## config.mk

```make
export PLATFORM = sky130hd
export DESIGN_NAME = flow_lii_packer
export DESIGN_NICKNAME = d
export VERILOG_FILES = /design/src/rtl/flow_lii_packer.sv
export SDC_FILE = /design/constraint.sdc
export NUM_CORES = 1
export LEC_CHECK = 0
export CORE_MARGIN = 1.5
export CORE_UTILIZATION = 50
export CTS_CLUSTER_SIZE = 24
export DETAILED_ROUTE_END_ITERATION = 16
export HOLD_SLACK_MARGIN = 0.03
export MAX_ROUTING_LAYER = met4
export PLACE_DENSITY = 0.84
export REMOVE_ABC_BUFFERS = 1
export SYNTH_ARGS = -nofsm -noshare
export SYNTH_HDL_FRONTEND = slang
export SYNTH_SLANG_ARGS = --single-unit
```

## constraint.sdc

```tcl
create_clock -name aclk -period 2.1 [get_ports aclk]
set_input_delay 0.42 -clock aclk [delete_from_list [all_inputs] [get_ports aclk]]
set_output_delay 0.42 -clock aclk [all_outputs]
set_load 0.05 [all_outputs]
```

## src/rtl/flow_lii_packer.sv

```systemverilog
// flow_lii_packer: packs PW/DW consecutive DW-bit flow words into one PW-bit
// LII flit (lane 0 first) and holds each flit in an output register until the
// interconnect accepts it. Frame ends (tlast) close partial flits, zero-padded.
//
// Optional build macro FLOW_LII_PACKER_TIMEOUT_EN adds an idle counter that
// flushes a partial flit after TIMEOUT idle cycles.
//
// Handshake: a beat transfers on a rising edge where valid && ready. Valid,
// once raised, holds with its data stable until that transfer; ready on the
// input side depends only on registered state and downstream ready.
module flow_lii_packer #(
  parameter int          PW      = 256,
  parameter int          DW      = 64,
  parameter logic [7:0]  SRC_ID  = 8'h02,
  parameter logic [7:0]  DST_ID  = 8'h00,
  parameter int          TIMEOUT = 64
) (
  input  logic          aclk,
  input  logic          arst,
  input  logic [DW-1:0] s_flow_tdata,
  input  logic          s_flow_tvalid,
  output logic          s_flow_tready,
  input  logic          s_flow_tlast,
  output logic [PW-1:0] lii_out_p0_tdata,
  output logic          lii_out_p0_tvalid,
  input  logic          lii_out_p0_tready,
  output logic [7:0]    lii_out_p0_src,
  output logic [7:0]    lii_out_p0_dst,
  output logic          frame_done,
  output logic [31:0]   flit_cnt
);

  localparam int K  = PW / DW;
  localparam int CW = (K > 1) ? $clog2(K) : 1;
  localparam int AW = (K > 1) ? (K - 1) * DW : DW;

  logic [AW-1:0] acc_q, acc_d;
  logic [CW-1:0] cnt_q, cnt_d;
  logic [PW-1:0] out_reg_q, out_reg_d;
  logic          out_valid_q, out_valid_d;
  logic          out_last_q, out_last_d;
  logic          frame_done_q, frame_done_d;
  logic [31:0]   flit_cnt_q, flit_cnt_d;

  logic          accept;
  logic          drain;
  logic          complete;
  logic [PW-1:0] acc_ext;
  logic [PW-1:0] flit;

`ifdef FLOW_LII_PACKER_TIMEOUT_EN
  logic [15:0]   idle_q, idle_d;
  logic          flush;
`endif

  assign s_flow_tready     = !out_valid_q || lii_out_p0_tready;
  assign accept            = s_flow_tvalid && s_flow_tready;
  assign drain             = out_valid_q && lii_out_p0_tready;
  assign complete          = (cnt_q == CW'(K - 1)) || s_flow_tlast;
  // Accumulator widened to a full flit; the top lane is always zero.
  assign acc_ext           = PW'(acc_q);

  assign lii_out_p0_tdata  = out_reg_q;
  assign lii_out_p0_tvalid = out_valid_q;
  assign lii_out_p0_src    = SRC_ID;
  assign lii_out_p0_dst    = DST_ID;
  assign frame_done        = frame_done_q;
  assign flit_cnt          = flit_cnt_q;

  // Completed flit: stored lanes below cnt, incoming word at lane cnt, zeros above.
  always_comb begin
    flit = '0;
    for (int i = 0; i < K; i++) begin
      if (i < int'(cnt_q)) flit[i*DW +: DW] = acc_ext[i*DW +: DW];
      else if (i == int'(cnt_q)) flit[i*DW +: DW] = s_flow_tdata;
    end
  end

`ifdef FLOW_LII_PACKER_TIMEOUT_EN
  // Idle counter: cleared by accepted words and when empty, saturates at TIMEOUT.
  always_comb begin
    idle_d = idle_q;
    if (accept || cnt_q == '0) idle_d = '0;
    else if (idle_q < 16'(TIMEOUT)) idle_d = idle_q + 16'd1;
    flush = !accept && (cnt_q != '0) && (idle_q >= 16'(TIMEOUT)) &&
            (!out_valid_q || lii_out_p0_tready);
  end
`endif

  // Next state: output drain, word accumulation, flit load (and timeout flush).
  always_comb begin
    acc_d        = acc_q;
    cnt_d        = cnt_q;
    out_reg_d    = out_reg_q;
    out_valid_d  = out_valid_q;
    out_last_d   = out_last_q;
    frame_done_d = drain && out_last_q;
    flit_cnt_d   = flit_cnt_q;

    if (drain) begin
      flit_cnt_d  = flit_cnt_q + 32'd1;
      out_valid_d = 1'b0;
    end

    if (accept) begin
      if (complete) begin
        out_reg_d   = flit;
        out_valid_d = 1'b1;
        out_last_d  = s_flow_tlast;
        cnt_d       = '0;
        acc_d       = '0;
      end else begin
        for (int i = 0; i < K - 1; i++) begin
          if (i == int'(cnt_q)) acc_d[i*DW +: DW] = s_flow_tdata;
        end
        cnt_d = cnt_q + CW'(1);
      end
    end
`ifdef FLOW_LII_PACKER_TIMEOUT_EN
    else if (flush) begin
      out_reg_d   = acc_ext;
      out_valid_d = 1'b1;
      out_last_d  = 1'b0;
      cnt_d       = '0;
      acc_d       = '0;
    end
`endif
  end

  // State registers with synchronous reset discarding partial and pending flits.
  always_ff @(posedge aclk) begin
    if (arst) begin
      acc_q        <= '0;
      cnt_q        <= '0;
      out_reg_q    <= '0;
      out_valid_q  <= 1'b0;
      out_last_q   <= 1'b0;
      frame_done_q <= 1'b0;
      flit_cnt_q   <= '0;
    end else begin
      acc_q        <= acc_d;
      cnt_q        <= cnt_d;
      out_reg_q    <= out_reg_d;
      out_valid_q  <= out_valid_d;
      out_last_q   <= out_last_d;
      frame_done_q <= frame_done_d;
      flit_cnt_q   <= flit_cnt_d;
    end
  end

`ifdef FLOW_LII_PACKER_TIMEOUT_EN
  // Idle counter register.
  always_ff @(posedge aclk) begin
    if (arst) idle_q <= '0;
    else      idle_q <= idle_d;
  end
`endif

endmodule

```

==> reports/results.ini <==
[worst_setup_path]
required_ns = 1.68
cp_top_family = buffers and inverters
critPathMaxStageDelay_ns = 0.57
cp-start-kind = flop
path_buf_inv = 1
path_max_fanout = 8
crit_chain = dlygate4sd2_1
slowest_stage = dlygate4sd2_1
critPathCaptureType = output port
arrival_ns = 1.60
crit_type = flop to output port

[finish]
layout.cells.non_filler = 2924
syn2layout_area_growth_pct = 29.66
fillers = 3029
num_antenna_cells = 0
drive_above_1_share = 0.08786
num-nets-final = 2457

[floorplanning]
core_area_sq_um = 37490
initial_utilization = 0.5055
die_area_sq_um = 39080
rows = 71
die_height_um = 197.7
die_w_um = 197.7
boundaryPins = 376

[pwr]
power_density_nw_per_um2 = 874.8
leakagePower_uw = 0.01062
peakVddDrop_v = 0.0007031

[grt]
antenna_found_initial = 0
grt-ovfl-total = 0
grt_first_pass_wirelength_mm = 89.78
grt_use_total = 0.2905
grt_pass1_vias = 16896
grt_max_degree = 100

[logic_synthesis]
syn_inst = 2079
synthTopCellsByCount = dfxtp_1, nor2_1, a211oi_1, a22oi_1, a21oi_1
avgSynthCellArea_sq_um = 9.116
seq_area_frac_synth = 0.5123
synth_area_sq_um = 18950
async_reset_ff_frac = 0
synth_top_area_cell = dfxtp_1
synth_top_area_share = 0.5123
synth-edff-count = 0
yosys_warnings = 0
ys_types = 40
synth_area_leaders = dfxtp_1, nor2_1, a211oi_1
ys.flop_type = dfxtp_1
synth.most_common_cell = dfxtp_1
synth_seq_cells = 485

[timing]
finalCritPeriodShare = 0.9613
setup_viol = 0
grt_setup_unrepaired = false
worst_pin_slew_ns = 0.5926
fin_crit_ns = 2.019
holdWs_ns = 0.2482
fmax_ghz = 0.4953
finClkSkew_ns = 0.01860
setup_tns_ns = 0
relSlewSlack = 0.6065
finalMaxSlewViolations = 0
hold_viol = 0

[hold_path]
hold_path.class = input port to flop

[detailed_routing]
vias_per_cell = 5.894
wl_mm = 56.51
vias = 17235
drt_first_pass_iters = 6
initialDrtViolationCount = 1431
wl_per_cell_um = 19.32
drc = 0
drt.antenna.violating_nets = 0

[flow_run]
maxCapViolCount = 0

[placement]
port_buffers = 359
place_inst = 2843
dp_hpwl_mm = 36.26
gp_congestion = 0.8349

[clocking]
cts_tree = done
cts_setup_buffers = 0
cts.htree.levels = 2
postCtsHoldBufs = 0
cts_inserted_buffers = 48
root_buffer = clkbuf_16
path_clk_slew_ns = 0.06
clkSinkCount = 485
clk_latency_ns = 0.56
post_cts_resized = 277
clockBufferDepth = 3

[outcome]
status = complete, no violations

==> cell usage in the layout, fill, tap and decap left out, types with 66 or more instances in the layout <==
cell type / n
nand2_1: 76
a211oi_1: 192
a21oi_1: 149
dlygate4sd2_1: 274
and3_1: 67
clkdlybuf4s50_1: 66
nor2_1: 461
buf_4: 77
dfxtp_1: 483
a22oi_1: 192
==> registers in the layout (all words and copies together), names as in the netlist <==
register           cells
acc_q                192
lii_out_p0_tdata     256
cnt_q                  2
lii_out_p0_tvalid      1
out_last_q             1
flit_cnt              32
frame_done             1
==> power breakdown <==
group / switching (uW) / total (uW) / internal [uW]
combinational: 2330 / 3380 / 1050
sequential: 206 / 9760 / 9550
clock: 3520 / 8360 / 4840
total: 6060 / 21500 / 15400
==> metal layers <==
layer,vias up,global-route usage,part of all wire
met3,129,0.05110,0.078
met5,-,-,0
li1,8055,-,-
met2,718,0.4897,0.49
met1,8333,0.3525,0.40
met4,0,0.09415,0.027
==> per-stage QoR <==
stage | power (uW) | utilization | worst slack (ns) | instance area, sq um
finish | 21500 | 0.6555 | 0.08121 | 24570
floorplan | 12100 | - | -15.89 | 17910
global route | 22210 | 0.6555 | 0.03250 | 24570
detailed placement | 13460 | 0.6237 | -0.3218 | 23380
global placement | 13380 | 0.6237 | -0.2511 | 23380
CTS | 21570 | 0.6555 | 0.001771 | 24570
==> kinds of logic after synthesis <==
logic type / after synthesis / synth area share
xor+xnor: 12 / 0.005546
compound gates: 622 / 0.2319
fa+ha+maj: 6 / 0.003961
mux: 65 / 0.03433
flops: 485 / 0.5123
simple gates: 666 / 0.1532
buf+inv: 221 / 0.05843
other cells: 2 / 0.0003963
==> cell type report <==
| class | instances | area [sq um] | share of cell area |
|---|---|---|---|
| clock buffer | 70 | 1436 | 0.05845 |
| clock inverter | 11 | 93.84 | 0.003819 |
| inverter | 4 | 17.52 | 0.0007128 |
| multi-input combinational | 1387 | 8280 | 0.3370 |
| sequential | 485 | 9714 | 0.3953 |
| tap | 511 | 639.4 | 0.02602 |
| timing repair buffer | 456 | 4392 | 0.1787 |
==> path summary, 6_finish.rpt <==
kind | depth (start not counted) | to | slack, ns | start
max | 1 | flit_cnt[15] | 0.08 | flit_cnt[15]
min | 2 | acc_q[154] | 0.25 | arst
max reg2reg | 7 | acc_q[31] | 0.11 | cnt_q[0]
min reg2reg | 1 | lii_out_p0_tdata[218] | 0.47 | lii_out_p0_tdata[218]
(Power assumes the default switching activity.)
